--- config.mk ---
export PLATFORM = sky130hd
export DESIGN_NAME = fetch_stage
export DESIGN_NICKNAME = d
export VERILOG_FILES = /design/src/rtl/fetch_stage_pkg.sv /design/src/rtl/fetch_stage_npc_calc.sv /design/src/rtl/fetch_stage.sv
export SDC_FILE = /design/constraint.sdc
export NUM_CORES = 1
export LEC_CHECK = 0
export ABC_AREA = 1
export BUFFER_PORTS_ARGS = -buffer_cell sky130_fd_sc_hd__buf_2
export CAP_MARGIN = 20
export CORE_MARGIN = 10
export CORE_UTILIZATION = 37
export DETAILED_ROUTE_END_ITERATION = 12
export SETUP_SLACK_MARGIN = 0.15
export SLEW_MARGIN = 30
export SYNTH_ARGS = -nofsm -noshare
export SYNTH_HDL_FRONTEND = slang
export SYNTH_SLANG_ARGS = --single-unit
--- constraint.sdc ---
create_clock -name clk -period 6.05 [get_ports clk]
set_input_delay 0.3025 -clock clk [delete_from_list [all_inputs] [get_ports clk]]
set_output_delay 0.3025 -clock clk [all_outputs]
set_load 0.01 [all_outputs]
--- src/rtl/fetch_stage_pkg.sv ---
// Shared MIPS encoding constants and the D-stage control-flow decode
// used by the fetch stage and the hazard unit.
package fetch_stage_pkg;

    localparam logic [5:0] OP_R   = 6'b000000;
    localparam logic [5:0] OP_BEQ = 6'b000100;
    localparam logic [5:0] OP_J   = 6'b000010;
    localparam logic [5:0] OP_JAL = 6'b000011;
    localparam logic [5:0] OP_LW  = 6'b100011;
    localparam logic [5:0] OP_SW  = 6'b101011;
    localparam logic [5:0] OP_ORI = 6'b001101;
    localparam logic [5:0] OP_LUI = 6'b001111;

    localparam logic [5:0] FUNCT_JR  = 6'b001000;
    localparam logic [5:0] FUNCT_ADD = 6'b100000;
    localparam logic [5:0] FUNCT_SUB = 6'b100010;

    localparam logic [31:0] DEFAULT_RESET_PC    = 32'h0000_3000;
    localparam logic [31:0] DEFAULT_RESET_INSTR = 32'h0000_0000;

    typedef enum logic [1:0] {
        CTRL_SEQ,
        CTRL_BEQ,
        CTRL_JUMP,
        CTRL_JR
    } ctrl_e;

    // j and jal redirect identically here; the link write happens downstream.
    function automatic ctrl_e decode_ctrl(input logic [5:0] opcode, input logic [5:0] funct);
        ctrl_e ctrl;
        ctrl = CTRL_SEQ;
        case (opcode)
            OP_BEQ:       ctrl = CTRL_BEQ;
            OP_J, OP_JAL: ctrl = CTRL_JUMP;
            OP_R:         ctrl = (funct == FUNCT_JR) ? CTRL_JR : CTRL_SEQ;
            default:      ctrl = CTRL_SEQ;
        endcase
        return ctrl;
    endfunction

endpackage

--- src/rtl/fetch_stage_npc_calc.sv ---
// Combinational next-PC selection from the instruction currently in D.
// Priority: jr, then j/jal, then taken beq, else sequential pc_f + 4.
module npc_calc
    import fetch_stage_pkg::*;
(
    input  logic [31:0] pc_f,
    input  logic [31:0] pc_d,
    input  logic [31:0] instr_d,
    input  logic        cmp_eq_d,
    input  logic [31:0] rs_value_d,
    output logic [31:0] npc
);

    logic [31:0] pc_d_plus4;
    logic [31:0] branch_off;
    ctrl_e       ctrl;

    assign pc_d_plus4 = pc_d + 32'd4;
    assign branch_off = {{14{instr_d[15]}}, instr_d[15:0], 2'b00};
    assign ctrl       = decode_ctrl(instr_d[31:26], instr_d[5:0]);

    always_comb begin
        npc = pc_f + 32'd4;
        case (ctrl)
            CTRL_JR:   npc = rs_value_d;
            CTRL_JUMP: npc = {pc_d_plus4[31:28], instr_d[25:0], 2'b00};
            CTRL_BEQ:  if (cmp_eq_d) npc = pc_d_plus4 + branch_off;
            default:   npc = pc_f + 32'd4;
        endcase
    end

endmodule

--- src/rtl/fetch_stage.sv ---
// MIPS F stage: PC register, instruction-memory address, and IF/ID register.
// Branches use delayed-slot semantics, so nothing in F is ever flushed.
module fetch_stage
    import fetch_stage_pkg::*;
#(
    parameter logic [31:0] RESET_PC    = DEFAULT_RESET_PC,
    parameter logic [31:0] RESET_INSTR = DEFAULT_RESET_INSTR
) (
    input  logic        clk,
    input  logic        reset,
    input  logic        pc_write,
    input  logic        if_id_en,
    input  logic        cmp_eq_d,
    input  logic [31:0] rs_value_d,
    output logic [31:0] imem_addr,
    input  logic [31:0] imem_rdata,
    output logic [31:0] pc_f,
    output logic [31:0] instr_d,
    output logic [31:0] pc_d
);

    logic [31:0] npc;

    npc_calc u_npc_calc (
        .pc_f       (pc_f),
        .pc_d       (pc_d),
        .instr_d    (instr_d),
        .cmp_eq_d   (cmp_eq_d),
        .rs_value_d (rs_value_d),
        .npc        (npc)
    );

    assign imem_addr = pc_f;

    // During a stall npc keeps tracking the held instr_d, so late forwarded
    // operands are picked up on the first cycle pc_write rises again.
    always_ff @(posedge clk) begin
        if (reset) begin
            pc_f    <= RESET_PC;
            instr_d <= RESET_INSTR;
            pc_d    <= 32'h0;
        end else begin
            if (pc_write) begin
                pc_f <= npc;
            end
            if (if_id_en) begin
                instr_d <= imem_rdata;
                pc_d    <= pc_f;
            end
        end
    end

endmodule

==> metrics.cfg <==
[final_layout]
drive_gt1_share_pct = 16.3
fin_nets = 1600
fillCellCount = 2415
utilization_pct = 43.8
syn2layout_area_growth_pct = 15.4
antenna_cells = 0

[worst_setup_path]
crit_fanout = 7
cp.arrival_ns = 3.86
start_kind = register
endpoint_kind = register
critPathKind = reg -> reg
critPathRequiredTime_ns = 6.32

[synth]
syn_area_um2 = 8040
syn_area_per_cell_um2 = 5.92
synthDistinctLibCells = 41
synth_adder_area_share_pct = 5.54
synthCells = 1359
synthXorXnorAreaFrac_pct = 3.70
ys_seq_area_share_pct = 23.9
muxShareOfSynthArea_pct = 0
synth_top_family_by_area = simple AND/OR/NAND/NOR gates
synth_area_leaders = dfxtp_1 (24%), nand2_1 (17%), inv_1 (9.0%)
synthTopCellsByCount = nand2_1 (358), inv_1 (193), nor2_1 (141)
synth_edf_count = 0
yosysMostFrequentCell = nand2_1
ys_warn_count = 0
synth_compound_area_share_pct = 17.0
async_flop_share_pct = 0
synth_fp_nets = 1463
yosys.area_share.simple_pct = 35.7
synth_top_area_cell = dfxtp_1
ys.flop_type = dfxtp_1
synth.top_cell.area_share_pct = 23.9
ys_seq_elements = 96

[timing]
fin_crit_sh_pct = 59.3
finalSetupViolCount = 0
fmax_mhz = 279
finalClockSkew_ns = 0.0133
tns_ns = 0
hold_viol = 0
worstMarginPinSlew_ns = 0.861
rsz0062_at_grt = false
layout_min_cycle_time_ns = 3.59
slew_violations = 0
relSlewSlack_pct = 42.6

[detailed_routing]
wl_per_cell_um = 19.2
viasPerCell = 5.27
post-route-drc-count = 0
wl_mm = 34.1
first_pass_iters = 6
dr.first_iter.drc_count = 759
via_count = 9360
ant_nets = 0

[die]
die_w_um = 167
ioPinCount = 197
dieArea_um2 = 28000
start_util_pct = 37.9
rows = 53
die_h_um = 167
core-area_um2 = 21200

[power]
p_clk_share_pct = 32.7
switching_share_pct = 37.7
p_switching_uw = 683
combinationalPowerShare_pct = 25.6
power.internal_mw = 1.13
powerDensity_nw_per_um2 = 195
sequentialPowerShare_pct = 41.7
leakagePower_nw = 4.72
ir_worst_vdd_uv = 119

[clock_tree]
clock_latency_ns = 0.36
cts.clk_slew.worst_paths_ns = 0.09
cts-root-buf = clkbuf_16
postCtsSetupRepairBufs = 0
clockBufferDepth = 2
ctsHoldBuffers = 0
cts.sinks = 96
cts_resized = 0
cts_tree = done
cts_max_level = 3
cts_buffers = 9

[placement]
gp_congestion = 0.990
io_buffers = 196
dpl.hpwl_mm = 26.9

[min_path]
hold_path_class = in -> reg

[global_route]
antenna_found_initial = 0
grt_pass1_wl_mm = 52.0
grt_max_degree = 79
grtUsageTotal_pct = 23.2
overflow = 0
grt_pass1_vias = 8764

[flow_run]
max_cap_viol_count = 0

[run_status]
status = finished, final reports clean

-- registers in the layout, indices dropped and copies added, names as in the netlist --
name	cells
imem_addr	32
instr_d	32
pc_d	32
-- layout by cell type, fill, tap and decap left out, types with 3 or more instances in the layout --
| master | netlist | final |
|---|---|---|
| or2_2 | 6 | 6 |
| inv_1 | 193 | 192 |
| dfxtp_1 | 96 | 96 |
| nor2_4 | 4 | 4 |
| a21oi_1 | 110 | 110 |
| nor4_1 | 3 | 3 |
| nand3_1 | 79 | 79 |
| xor2_1 | 19 | 19 |
| o21ai_0 | 125 | 125 |
| nand3b_1 | 14 | 14 |
| nor3_2 | 5 | 5 |
| a31oi_1 | 4 | 4 |
| nor2_1 | 141 | 141 |
| nand4_1 | 28 | 28 |
| xnor2_1 | 15 | 15 |
| ha_1 | 34 | 34 |
| nand2_2 | 3 | 3 |
| o211ai_1 | 6 | 6 |
| inv_2 | 2 | 3 |
| buf_2 | 5 | 196 |
| buf_4 | 32 | 4 |
| clkbuf_16 | 0 | 9 |
| nor3_1 | 17 | 17 |
| nand2_1 | 358 | 358 |
-- kinds of logic (layout without fill, tap and decap cells) --
family                   after synthesis  in the layout
XOR/XNOR                              34             34
AND/OR/NAND/NOR                      664            664
adder cells (fa/ha/maj)               35             35
flip-flops                            96             96
buffers and inverters                270            412
AO/OA/AOI/OAI                        260            260
-- path summary, 6_finish.rpt --
kind                       start             to  slack, ns  cells past startpoint
setup / recovery         pc_d[7]  imem_addr[26]       2.46                     20
hold / removal    imem_rdata[12]    instr_d[12]       0.16                      3
setup reg to reg         pc_d[7]  imem_addr[26]       2.46                     20
hold reg to reg      instr_d[24]    instr_d[24]       0.47                      2
-- per-stage QoR --
| step | worst slack [ns] | power [mW] | hold slack [ns] | instances | area [µm²] |
|---|---|---|---|---|---|
| 6_report | 2.46 | 1.81 | 0.161 | 1776 | 9290 |
| 5_1_grt | 2.14 | 1.91 | 0.170 | 1776 | 9290 |
| 4_1_cts | 2.50 | 1.82 | 0.153 | 1776 | 9280 |
| 3_5_place_dp | 2.52 | 1.23 | 0.460 | 1760 | 8990 |
| 3_3_place_gp | 2.55 | 1.23 | 0.457 | 1760 | 8990 |
| 2_1_floorplan | 3.08 | 1.05 | 0.437 | 1359 | 8040 |
-- layer usage --
metal | track usage (%) | vias up | part of all wire (%)
met1 | 31.2 | 4308 | 46
met5 | 0 | - | 0
li1 | - | 4622 | -
met3 | 5.59 | 37 | 8.3
met2 | 35.4 | 393 | 43
met4 | 7.87 | 0 | 2.9
-- layout make-up --
| type | count | area (µm²) | area share, % |
|---|---|---|---|
| Timing Repair Buffer | 200 | 1010 | 10.9 |
| Tap cell | 275 | 344 | 3.71 |
| Multi-Input combinational cell | 993 | 4980 | 53.6 |
| Inverter | 196 | 737 | 7.94 |
| Sequential cell | 96 | 1920 | 20.7 |
| Clock buffer | 9 | 225 | 2.43 |
| Clock inverter | 7 | 66.3 | 0.714 |
-- power by group through the flow --
stage	Clock, mW	Combinational, mW	Sequential, mW
finish	0.592	0.465	0.756
global route	0.627	0.519	0.763
CTS	0.599	0.465	0.754
detailed placement	0	0.462	0.769
global placement	0	0.462	0.767
floorplan	0	0.284	0.761
-- worst max-delay path: stages (launching register included) --
cell and delay (ns):
dfxtp_1 0.46, nand2_2 0.12, nor2_4 0.16, nand4_1 0.17
nor3_2 0.32, nand2_2 0.14, nor2_4 0.15, nand3_2 0.11
nor2_2 0.12, xor2_1 0.17, inv_1 0.06, ha_1 0.38
nand2_1 0.14, nor3_1 0.33, nand4_1 0.19, nand3_1 0.11
nand2_1 0.05, nand3_1 0.12, nand3b_1 0.09, nand2_1 0.07
inv_1 0.04
Power figures use the tool's default switching activity.
